File: src/rtl/l2cache_core_pkg.sv
// Shared types for the L2 cache slice.
// Line geometry, FSM states and the bytewise merge helper.
package lc3b_types;

  localparam int ADDR_W  = 16;
  localparam int LINE_W  = 128;
  localparam int IDX_W   = 3;
  localparam int OFS_W   = 4;
  localparam int TAG_W   = ADDR_W - IDX_W - OFS_W;
  localparam int SETS    = 1 << IDX_W;
  localparam int SEL_W   = LINE_W / 8;
  localparam int L2_WAYS = 2;

  typedef logic [TAG_W-1:0]  l2_tag_t;
  typedef logic [IDX_W-1:0]  l2_idx_t;
  typedef logic [LINE_W-1:0] lc3b_line;
  typedef logic [ADDR_W-1:0] l2_addr_t;
  typedef logic [SEL_W-1:0]  l2_sel_t;

  typedef enum logic [1:0] {
    IDLE,
    COMPARE,
    WRITEBACK,
    FETCH
  } l2_state_t;

  function automatic lc3b_line l2_merge(
    input lc3b_line old_l,
    input lc3b_line new_l,
    input l2_sel_t  sel
  );
    lc3b_line r;
    r = old_l;
    for (int b = 0; b < SEL_W; b++)
      if (sel[b]) r[8*b +: 8] = new_l[8*b +: 8];
    return r;
  endfunction

endpackage

File: src/rtl/l2cache_core_if.sv
// Upstream request bus and downstream memory bus of the L2.
// slave = cache side, master = requester/memory side.
interface l2cache_core_if;
  import lc3b_types::*;

  logic     l2cache_cyc;
  logic     l2cache_stb;
  logic     l2cache_we;
  l2_addr_t l2cache_adr;
  l2_sel_t  l2cache_sel;
  lc3b_line l2cache_wdata;
  lc3b_line l2cache_rdata;
  logic     l2cache_ack;

  logic     pmem_cyc;
  logic     pmem_stb;
  logic     pmem_we;
  l2_addr_t pmem_adr;
  lc3b_line pmem_wdata;
  lc3b_line pmem_rdata;
  logic     pmem_ack;

  modport slave (
    input  l2cache_cyc, l2cache_stb, l2cache_we,
    input  l2cache_adr, l2cache_sel, l2cache_wdata,
    output l2cache_rdata, l2cache_ack,
    output pmem_cyc, pmem_stb, pmem_we,
    output pmem_adr, pmem_wdata,
    input  pmem_rdata, pmem_ack
  );

  modport master (
    output l2cache_cyc, l2cache_stb, l2cache_we,
    output l2cache_adr, l2cache_sel, l2cache_wdata,
    input  l2cache_rdata, l2cache_ack,
    input  pmem_cyc, pmem_stb, pmem_we,
    input  pmem_adr, pmem_wdata,
    output pmem_rdata, pmem_ack
  );

endinterface

File: src/rtl/l2cache_way.sv
// One way of the L2: tag/valid/dirty/data arrays.
// Combinational hit compare, fill and byte-merge write ports.
module l2cache_way
  import lc3b_types::*;
(
  input  logic     clk,
  input  logic     rst_n,
  input  l2_idx_t  idx,
  input  l2_tag_t  tag,
  output logic     hit,
  output logic     valid,
  output logic     dirty,
  output l2_tag_t  tag_out,
  output lc3b_line line,
  input  logic     wr_en,
  input  l2_sel_t  sel,
  input  lc3b_line wdata,
  input  logic     fill_en,
  input  lc3b_line fill_data,
  input  logic     clr_dirty
);

  l2_tag_t         tags [SETS];
  lc3b_line        data [SETS];
  logic [SETS-1:0] vld;
  logic [SETS-1:0] drt;

  assign valid   = vld[idx];
  assign dirty   = drt[idx];
  assign tag_out = tags[idx];
  assign line    = data[idx];
  assign hit     = vld[idx] && (tags[idx] == tag);

  // Data and tag storage; no reset, valid qualifies contents.
  always_ff @(posedge clk) begin
    if (fill_en) begin
      data[idx] <= fill_data;
      tags[idx] <= tag;
    end else if (wr_en) begin
      data[idx] <= l2_merge(data[idx], wdata, sel);
    end
  end

  // Valid and dirty state bits.
  always_ff @(posedge clk or negedge rst_n) begin
    if (!rst_n) begin
      vld <= '0;
      drt <= '0;
    end else if (fill_en) begin
      vld[idx] <= 1'b1;
      drt[idx] <= 1'b0;
    end else if (wr_en) begin
      drt[idx] <= 1'b1;
    end else if (clr_dirty) begin
      drt[idx] <= 1'b0;
    end
  end

endmodule

File: src/rtl/l2cache_core.sv
// 2-way write-back write-allocate L2 with 1-bit LRU per set.
// Optional hit/miss counters when L2CACHE_PERF_EN is defined.
module l2cache_core
  import lc3b_types::*;
(
  input  logic clk,
  input  logic rst_n,
  l2cache_core_if.slave bus
`ifdef L2CACHE_PERF_EN
  ,
  output logic [15:0] hit_count,
  output logic [15:0] miss_count
`endif
);

  l2_state_t state, state_nx;

  logic      req;
  l2_idx_t   idx;
  l2_tag_t   tag;
  logic      unused_ofs;

  logic [L2_WAYS-1:0] hit, vld, drt;
  logic [L2_WAYS-1:0] wr_en, fill_en, clr_dirty;
  l2_tag_t            wtag  [L2_WAYS];
  lc3b_line           wline [L2_WAYS];

  logic [SETS-1:0] lru;
  logic            lru_we;
  logic            hit_way;
  logic            victim;
  logic            vic, vic_nx;
  logic            vic_we;

  assign req        = bus.l2cache_cyc & bus.l2cache_stb;
  assign idx        = bus.l2cache_adr[OFS_W +: IDX_W];
  assign tag        = bus.l2cache_adr[ADDR_W-1 -: TAG_W];
  assign unused_ofs = ^bus.l2cache_adr[OFS_W-1:0];
  assign hit_way    = hit[1] & ~hit[0];

  for (genvar g = 0; g < L2_WAYS; g++) begin : g_way
    l2cache_way u_way (
      .clk       (clk),
      .rst_n     (rst_n),
      .idx       (idx),
      .tag       (tag),
      .hit       (hit[g]),
      .valid     (vld[g]),
      .dirty     (drt[g]),
      .tag_out   (wtag[g]),
      .line      (wline[g]),
      .wr_en     (wr_en[g]),
      .sel       (bus.l2cache_sel),
      .wdata     (bus.l2cache_wdata),
      .fill_en   (fill_en[g]),
      .fill_data (bus.pmem_rdata),
      .clr_dirty (clr_dirty[g])
    );
  end

  // Victim: empty way 0, then empty way 1, else LRU way.
  always_comb begin
    victim = lru[idx];
    priority case (1'b1)
      !vld[0]: victim = 1'b0;
      !vld[1]: victim = 1'b1;
      default: victim = lru[idx];
    endcase
  end

  // FSM state, LRU and latched victim.
  always_ff @(posedge clk or negedge rst_n) begin
    if (!rst_n) begin
      state <= IDLE;
      lru   <= '0;
      vic   <= 1'b0;
    end else begin
      state <= state_nx;
      if (lru_we) lru[idx] <= ~hit_way;
      if (vic_we) vic <= vic_nx;
    end
  end

  // Next state, bus outputs and array strobes.
  always_comb begin
    state_nx          = state;
    bus.l2cache_ack   = 1'b0;
    bus.l2cache_rdata = '0;
    bus.pmem_cyc      = 1'b0;
    bus.pmem_stb      = 1'b0;
    bus.pmem_we       = 1'b0;
    bus.pmem_adr      = '0;
    bus.pmem_wdata    = '0;
    wr_en             = '0;
    fill_en           = '0;
    clr_dirty         = '0;
    lru_we            = 1'b0;
    vic_we            = 1'b0;
    vic_nx            = vic;
    unique case (state)
      IDLE: begin
        if (req) state_nx = COMPARE;
      end
      COMPARE: begin
        if (!req) begin
          state_nx = IDLE;
        end else if (|hit) begin
          bus.l2cache_ack   = 1'b1;
          bus.l2cache_rdata = wline[hit_way];
          wr_en[hit_way]    = bus.l2cache_we;
          lru_we            = 1'b1;
          state_nx          = IDLE;
        end else begin
          vic_we   = 1'b1;
          vic_nx   = victim;
          state_nx = (vld[victim] & drt[victim]) ?
                     WRITEBACK : FETCH;
        end
      end
      WRITEBACK: begin
        bus.pmem_cyc   = 1'b1;
        bus.pmem_stb   = 1'b1;
        bus.pmem_we    = 1'b1;
        bus.pmem_adr   = {wtag[vic], idx, {OFS_W{1'b0}}};
        bus.pmem_wdata = wline[vic];
        if (bus.pmem_ack) begin
          clr_dirty[vic] = 1'b1;
          state_nx       = req ? FETCH : IDLE;
        end
      end
      FETCH: begin
        bus.pmem_cyc = 1'b1;
        bus.pmem_stb = 1'b1;
        bus.pmem_adr = {tag, idx, {OFS_W{1'b0}}};
        if (bus.pmem_ack) begin
          fill_en[vic] = 1'b1;
          state_nx     = req ? COMPARE : IDLE;
        end
      end
      default: state_nx = IDLE;
    endcase
  end

`ifdef L2CACHE_PERF_EN
  logic refetch;
  logic hit_inc, miss_inc;

  assign hit_inc  = (state == COMPARE) & req & (|hit) & ~refetch;
  assign miss_inc = (state == COMPARE) & req & ~(|hit);

  // Saturating counters; a re-compare after a fill is not a hit.
  always_ff @(posedge clk or negedge rst_n) begin
    if (!rst_n) begin
      refetch    <= 1'b0;
      hit_count  <= '0;
      miss_count <= '0;
    end else begin
      if (state == FETCH && bus.pmem_ack) refetch <= 1'b1;
      else if (state == COMPARE)          refetch <= 1'b0;
      if (hit_inc && hit_count != 16'hFFFF)
        hit_count <= hit_count + 16'd1;
      if (miss_inc && miss_count != 16'hFFFF)
        miss_count <= miss_count + 16'd1;
    end
  end
`endif

endmodule
File: src/flat_wrapper.sv
// flat-port wrapper written by rule: the top's interface ports become plain ports
module l2cache_core_flat import lc3b_types::*;
  (clk, rst_n, bus_l2cache_cyc, bus_l2cache_stb, bus_l2cache_we, bus_l2cache_adr, bus_l2cache_sel, bus_l2cache_wdata, bus_l2cache_rdata, bus_l2cache_ack, bus_pmem_cyc, bus_pmem_stb, bus_pmem_we, bus_pmem_adr, bus_pmem_wdata, bus_pmem_rdata, bus_pmem_ack);
  l2cache_core_if bus_i ();
  input  logic clk;
  input  logic rst_n;
  input wire logic [$bits(bus_i.l2cache_cyc)-1:0] bus_l2cache_cyc;
  input wire logic [$bits(bus_i.l2cache_stb)-1:0] bus_l2cache_stb;
  input wire logic [$bits(bus_i.l2cache_we)-1:0] bus_l2cache_we;
  input wire logic [$bits(bus_i.l2cache_adr)-1:0] bus_l2cache_adr;
  input wire logic [$bits(bus_i.l2cache_sel)-1:0] bus_l2cache_sel;
  input wire logic [$bits(bus_i.l2cache_wdata)-1:0] bus_l2cache_wdata;
  output wire logic [$bits(bus_i.l2cache_rdata)-1:0] bus_l2cache_rdata;
  output wire logic [$bits(bus_i.l2cache_ack)-1:0] bus_l2cache_ack;
  output wire logic [$bits(bus_i.pmem_cyc)-1:0] bus_pmem_cyc;
  output wire logic [$bits(bus_i.pmem_stb)-1:0] bus_pmem_stb;
  output wire logic [$bits(bus_i.pmem_we)-1:0] bus_pmem_we;
  output wire logic [$bits(bus_i.pmem_adr)-1:0] bus_pmem_adr;
  output wire logic [$bits(bus_i.pmem_wdata)-1:0] bus_pmem_wdata;
  input wire logic [$bits(bus_i.pmem_rdata)-1:0] bus_pmem_rdata;
  input wire logic [$bits(bus_i.pmem_ack)-1:0] bus_pmem_ack;
  assign bus_i.l2cache_cyc = bus_l2cache_cyc;
  assign bus_i.l2cache_stb = bus_l2cache_stb;
  assign bus_i.l2cache_we = bus_l2cache_we;
  assign bus_i.l2cache_adr = bus_l2cache_adr;
  assign bus_i.l2cache_sel = bus_l2cache_sel;
  assign bus_i.l2cache_wdata = bus_l2cache_wdata;
  assign bus_l2cache_rdata = bus_i.l2cache_rdata;
  assign bus_l2cache_ack = bus_i.l2cache_ack;
  assign bus_pmem_cyc = bus_i.pmem_cyc;
  assign bus_pmem_stb = bus_i.pmem_stb;
  assign bus_pmem_we = bus_i.pmem_we;
  assign bus_pmem_adr = bus_i.pmem_adr;
  assign bus_pmem_wdata = bus_i.pmem_wdata;
  assign bus_i.pmem_rdata = bus_pmem_rdata;
  assign bus_i.pmem_ack = bus_pmem_ack;
  l2cache_core u_core (.clk(clk), .rst_n(rst_n), .bus(bus_i));
endmodule
File: config.mk
export PLATFORM = sky130hd
export DESIGN_NAME = l2cache_core_flat
export DESIGN_NICKNAME = d
export VERILOG_FILES = /design/src/rtl/l2cache_core_pkg.sv /design/src/rtl/l2cache_core_if.sv /design/src/rtl/l2cache_way.sv /design/src/rtl/l2cache_core.sv /design/src/flat_wrapper.sv
export SDC_FILE = /design/constraint.sdc
export NUM_CORES = 2
export LEC_CHECK = 0
export BUFFER_PORTS_ARGS = -buffer_cell sky130_fd_sc_hd__buf_2
export CORE_ASPECT_RATIO = 1.4
export CORE_MARGIN = 10
export CORE_UTILIZATION = 45
export CTS_CLUSTER_DIAMETER = 200
export DETAILED_ROUTE_END_ITERATION = 12
export GPL_ROUTABILITY_DRIVEN = 0
export HOLD_SLACK_MARGIN = 0.06
export PLACE_DENSITY_LB_ADDON = 0.15
export SYNTH_ARGS = -nofsm -noshare
export SYNTH_HDL_FRONTEND = slang
export SYNTH_HIERARCHICAL = 1
export SYNTH_SLANG_ARGS = --single-unit
File: constraint.sdc
create_clock -name clk -period 15.9 [get_ports clk]
set_input_delay 3.18 -clock clk [delete_from_list [all_inputs] [get_ports clk]]
set_output_delay 3.18 -clock clk [all_outputs]
set_load 0.02 [all_outputs]
# After elaboration in Yosys (flattened, before gate mapping)
# Memory sizes are Yosys's and may differ from the RTL's.
# Index checks and enable logic that the tools add are counted.
# word_totals
regBits	43
ramBits	2192
in_bits	294
out_inout_bits	276
word_cells	232
n_memories	4
# memory_table
memory	depth	word_bits	read_ports	rd_clocked_by_memory_dff	wr	line	rtl
u_core.g_way[0].u_way.data	8	128	1	0	1	l2cache_way.sv:24	lc3b_line data [SETS];
u_core.g_way[1].u_way.data	8	128	1	0	1	l2cache_way.sv:24	
u_core.g_way[0].u_way.tags	8	9	1	0	1	l2cache_way.sv:23	l2_tag_t tags [SETS];
u_core.g_way[1].u_way.tags	8	9	1	0	1	l2cache_way.sv:23	
# op_classes
order_cmp	9
n_eq_ne	8
muxes	174
n_bitwise	18
reduce_logical	12
# ops
cell	n
128-bit two-way mux	12
8-bit two-way mux	102
1-bit two-way mux	34
8-bit OR	4
16-bit one-hot mux with 2 select lines	1
9-bit two-way mux	3
2-bit two-way mux	12
9-bit == test	2
8-bit AND	2
1-bit binary-select mux with 3-bit select	5
8-bit bitwise mux	1
8-bit inverter	1
2-bit one-hot mux with 4 select lines	1
1-bit by 2-bit less-than comparator with 1-bit output, second input constant	3
3-bit nonzero test	2
1-bit logical AND	5
2-bit == test, second input constant	2
2-bit >= comparator, second input constant	2
3-bit by 4-bit less-than comparator with 1-bit output, second input constant	1
2-bit inequality test, second input constant	2
1-bit inverter with 2-bit output	2
4-bit AND reduction	1
2-bit OR reduction	2
1-bit AND	3
11 further kinds	16

# Longest topological paths before layout
# logic_depth
ltp_word	17
ltp_mapped	23
ltp_nobuf	12

# By module
# Netlist, hierarchy kept.
# by_module_without_submodules
mod	n_inst	cells_per_inst	area_per_inst_um2	seq_area_each_um2
l2cache_way (u_core.g_way[0].u_way)	1	2661	44924.3	33311.9
l2cache_way (u_core.g_way[1].u_way)	1	2622	44671.6	33311.9
l2cache_core	1	562	4190.3	275.3

# Least setup slack after synthesis
# No wires, ideal clock.
# synth_path
path_kind	input-to-reg
startpoint	in bus_l2cache_adr[6]
endpoint	mem u_core/g_way[1].u_way/data[4][0] (netlist bit) (enable)
setup_ns	0.772
arrival_ns	14.750
required_time_ns	15.128
slack_ns	0.378
path_stages	17
n_path_buf	7
path_cell_list	buf_6 buf_6 buf_6 buf_6 mux4_2 mux2_4 xnor2_2 o21ai_1 nor4_2 nand2_1 nor2_1 buf_2 buf_2 and2_1 clkbuf_1 nor2_1 nor3_1
# synth_lines
element	line	rtl
start, declared	flat_wrapper.sv:10	input wire logic [$bits(bus_i.l2cache_adr)-1:0] bus_l2cache_adr;
end, declared	l2cache_way.sv:24	

# Final worst setup path
# layout_path
startpoint	in bus_l2cache_adr[6]
endpoint	out bus_l2cache_rdata[85]
# layout_via
elab_cells_between_ends	22
classes_between	eq/ne (2); mux (10); bitwise (3); reduce/logical (3); memory (4)
# layout_lines
element	line	rtl
memory read 8 x 9 bit or 1-bit binary-select mux with 3-bit select (tied branches)	--	
9-bit == test or 1-bit two-way mux (tied branches)	l2cache_way.sv:32	assign hit = vld[idx] && (tags[idx] == tag);
1-bit logical AND *	l2cache_way.sv:32	
net u_core.hit[1]	l2cache_core.sv:23	logic [L2_WAYS-1:0] hit, vld, drt;
1-bit AND	l2cache_core.sv:39	assign hit_way = hit[1] & ~hit[0];
1-bit inverter with 2-bit output (implied by the code)	l2cache_core.sv:109	bus.l2cache_rdata = wline[hit_way];
128-bit two-way mux (implied by the code) (3 in a row)	l2cache_core.sv:109	
128-bit two-way mux *	l2cache_core.sv:107	end else if (|hit) begin
128-bit two-way mux *	l2cache_core.sv:105	if (!req) begin
128-bit two-way mux *	l2cache_core.sv:100	unique case (state)
end, declared	flat_wrapper.sv:13	output wire logic [$bits(bus_i.l2cache_rdata)-1:0] bus_l2cache_rdata;
# Mark *: on every way through the listed nets, which the timed path passes. The rest lies on a longest branch. The select of a mux whose other input is x is not followed.

==> flow_summary.yaml <==
synth:
  synth_area_leaders: "edfxtp_1 (70%), mux2i_1 (6.0%), mux2_2 (3.3%)"
  synth-seq-cells: 2235
  synth-seq-area-share_pct: 71.3
  synth_cell_type_count: 79
  synth_area_mm2: 0.0938
  synth_top_area_share_pct: 70.2
  yosysTopAreaCell: "edfxtp_1"
  syn_area_per_cell_um2: 16.0
  ys_async_sr_fraction_pct: 1.92
  synthCells: 5845
  yosys_warnings: 6
  synth-main-ff-cell: "edfxtp_1"
  synth_edf_count: 2192
global_routing:
  grt_max_degree: 133
  grt_antenna_before_repair: 32
  overflow: 0
  grt_first_pass_wirelength_um: 438000
  grt_pass1_vias: 57700
  grt.total_usage_pct: 26.8
floorplan:
  die-height_um: 560
  fp-row-count: 198
  core-area_mm2: 0.208
  initial_core_util_pct: 45.2
  boundaryPins: 570
  die-area_mm2: 0.227
  die_x_um: 406
critical_path:
  arrival_ns: 9.45
  start_kind: "input port"
  cp-end-kind: "output pin"
  critPathMaxFanout: 65
  path_class: "in2out"
  crit_required_ns: 12.72
  r2r_end: "u_core/g_way[1].u_way/data[2][88]$_DFFE_PP_"
  reg2reg_depth: 12
  regToRegSetupSlack_ns: 8.86
  worstReg2RegStart: "u_core/g_way[1].u_way/tags[3][6]$_DFFE_PP_"
pwr:
  ir_worst_vdd_mv: 0.0813
  p_int_w: 0.00946
  p_seq_share_pct: 52.4
  sw_frac_of_total_pct: 24.2
  power.density_mw_per_mm2: 118
  clockPowerShare_pct: 37.8
  combPwrFrac_pct: 9.8
  p_sw_w: 0.00303
  leakage_nw: 36.1
place:
  place_inst: 8792
  io_buffers: 561
  dp_hpwl_um: 187000
sta:
  finalMaxSlewViolations: 0
  whs_ns: 0.465
  skew_ns: 0.0460
  finalHoldViolCount: 0
  fmax_mhz: 79.2
  fin_setup_tns_ns: 0
  setup_viol_count_final: 0
  tightest_slew_ns: 1.35
  period_share_pct: 79.4
  rsz0062_at_grt: "no"
  fin_crit_ns: 12.63
  max_slew_margin_pct: 9.04
layout:
  final_common_cell: "edfxtp_1"
  nFillCells: 17400
  multiInputGateArea_mm2: 0.0247
  fin_nets: 6593
  syn2layout_area_growth_pct: 12.5
  drive_gt1_share_pct: 21.6
  instances_no_fill: 9178
  mostFrequentLayoutCells: "edfxtp_1 (2,192), mux2i_1 (559), buf_2 (558), nand2_1 (368), a22oi_1 (316)"
  regArea_mm2: 0.0669
routing:
  drc: 0
  drt_iter0_drc: 6389
  dr.pass1.iters: 6
  routed_wl_um: 313000
  vias: 58700
  routed_via_density: 6.39
  avgRoutedWirePerCell_um: 34.1
  ant_nets: 0
job:
  max_cap_violations: 0
clock_network:
  tritoncts: "built"
  ctsResizeCount: 0
  clock-sinks: 2235
  clk-insertion-delay-late_ns: 0.86
  clock_path_buffers: 3
  cts_setup_buffers: 0
  hold_buffers: 0
  clock-root-buffer: "clkbuf_16"
  htree_levels: 4
  numCtsBuffers: 205
  path_clk_slew_ns: 0.07
worst_hold_path:
  min_delay_worst_endpoint: "u_core/g_way[0].u_way/vld[7]$_DFFE_PN0P_"
  min_path_cells: 1
  hp-start: "u_core/g_way[0].u_way/vld[7]$_DFFE_PN0P_"
  hold_class: "reg2reg"
run_status:
  outcome: "finished, final reports clean"
[through the flow]
stage          util, %  worst slack (ns)  power, W  instance area [um2]
5_1_grt           50.8              3.14    0.0128               105000
2_1_floorplan        -             0.378   0.00738                93800
3_5_place_dp      47.8              3.37   0.00788                99100
3_3_place_gp      47.8              3.48   0.00786                99100
6_report          50.8              3.27    0.0125               105000
4_1_cts           50.8              3.36    0.0125               105000
[critical path: stages]
cell and delay [ns]:
buf_8 0.30, buf_4 0.86, inv_1 0.76, a32oi_1 0.47, and4_1 0.24, o22ai_1 0.10
nor4_2 0.63, nand2_1 0.40, nor2_4 1.02, buf_4 0.85, a22o_1 0.24, buf_2 0.17
[flip-flops by register name (all words and copies together), names as in the netlist, named ones only]
| register | count |
|---|---|
| u_core/state | 2 |
| u_core/g_way.u_way/tags | 144 |
| u_core/lru | 8 |
| u_core/g_way.u_way/data | 2048 |
| u_core/g_way.u_way/vld | 16 |
| u_core/vic | 1 |
[synthesized netlist by cell type (61+ instances only)]
library cell  instances
nand3_1              79
a22oi_1             316
nor2_1              167
buf_4                61
mux2_2              273
mux4_2               68
edfxtp_1           2192
o21ai_0             293
clkbuf_1            134
buf_2               203
a221o_1              62
a221oi_1            248
nand2_1             368
a22o_1              147
o21ai_1             113
mux2i_1             559
[kinds of logic (layout without fill, tap and decap cells)]
| group | Yosys count | after routing | share of synthesized area [%] |
|---|---|---|---|
| flip-flops | 2235 | 2235 | 71.3 |
| XOR/XNOR | 11 | 11 | 0.111 |
| multiplexers | 908 | 908 | 11.0 |
| AND/OR/NAND/NOR | 807 | 807 | 4.08 |
| other | 1 | 17 | 0.00400 |
| AO/OA/AOI/OAI | 1402 | 1402 | 10.9 |
| buffers and inverters | 481 | 1098 | 2.60 |
[layer usage]
layer | routed length, um | up-vias | GRT usage (%)
met1 | 127000 | 31000 | 35.8
met5 | 82 | - | 0
li1 | - | 24400 | -
met3 | 24700 | 451 | 4.76
met2 | 151000 | 2762 | 44.1
met4 | 10600 | 12 | 9.04
[worst max path at each step]
stage	from	endpoint	slack (ns)	cells past startpoint
CTS	bus_l2cache_adr[6]	bus_l2cache_rdata[86]	3.36	12
global route	bus_l2cache_adr[6]	bus_l2cache_rdata[96]	3.14	12
global placement	bus_l2cache_adr[6]	bus_l2cache_rdata[56]	3.48	12
detailed placement	bus_l2cache_adr[6]	bus_l2cache_rdata[86]	3.37	12
floorplan	bus_l2cache_adr[6]	u_core/g_way[1].u_way/data[4][0]$_DFFE_PP_	0.38	17
finish	bus_l2cache_adr[6]	bus_l2cache_rdata[85]	3.27	12
[final cells by class]
type,count,share of cell area [%]
Tap cell,2700,3.20
Sequential cell,2235,63.4
Timing Repair Buffer,702,3.81
Antenna cell,13,0.0308
Clock inverter,115,0.859
Clock buffer,258,5.11
Multi-Input combinational cell,3132,23.5
Inverter,23,0.0949
[power groups by stage]
stage | registers (W) | clock network, W | logic (W)
after floorplan | 0.00665 | 0 | 0.000739
after global placement | 0.00666 | 0 | 0.00120
after detailed placement | 0.00666 | 0 | 0.00122
after CTS | 0.00654 | 0.00479 | 0.00122
after global routing | 0.00654 | 0.00501 | 0.00129
final | 0.00654 | 0.00472 | 0.00123
Note: power is estimated with default switching activity, not from simulation.
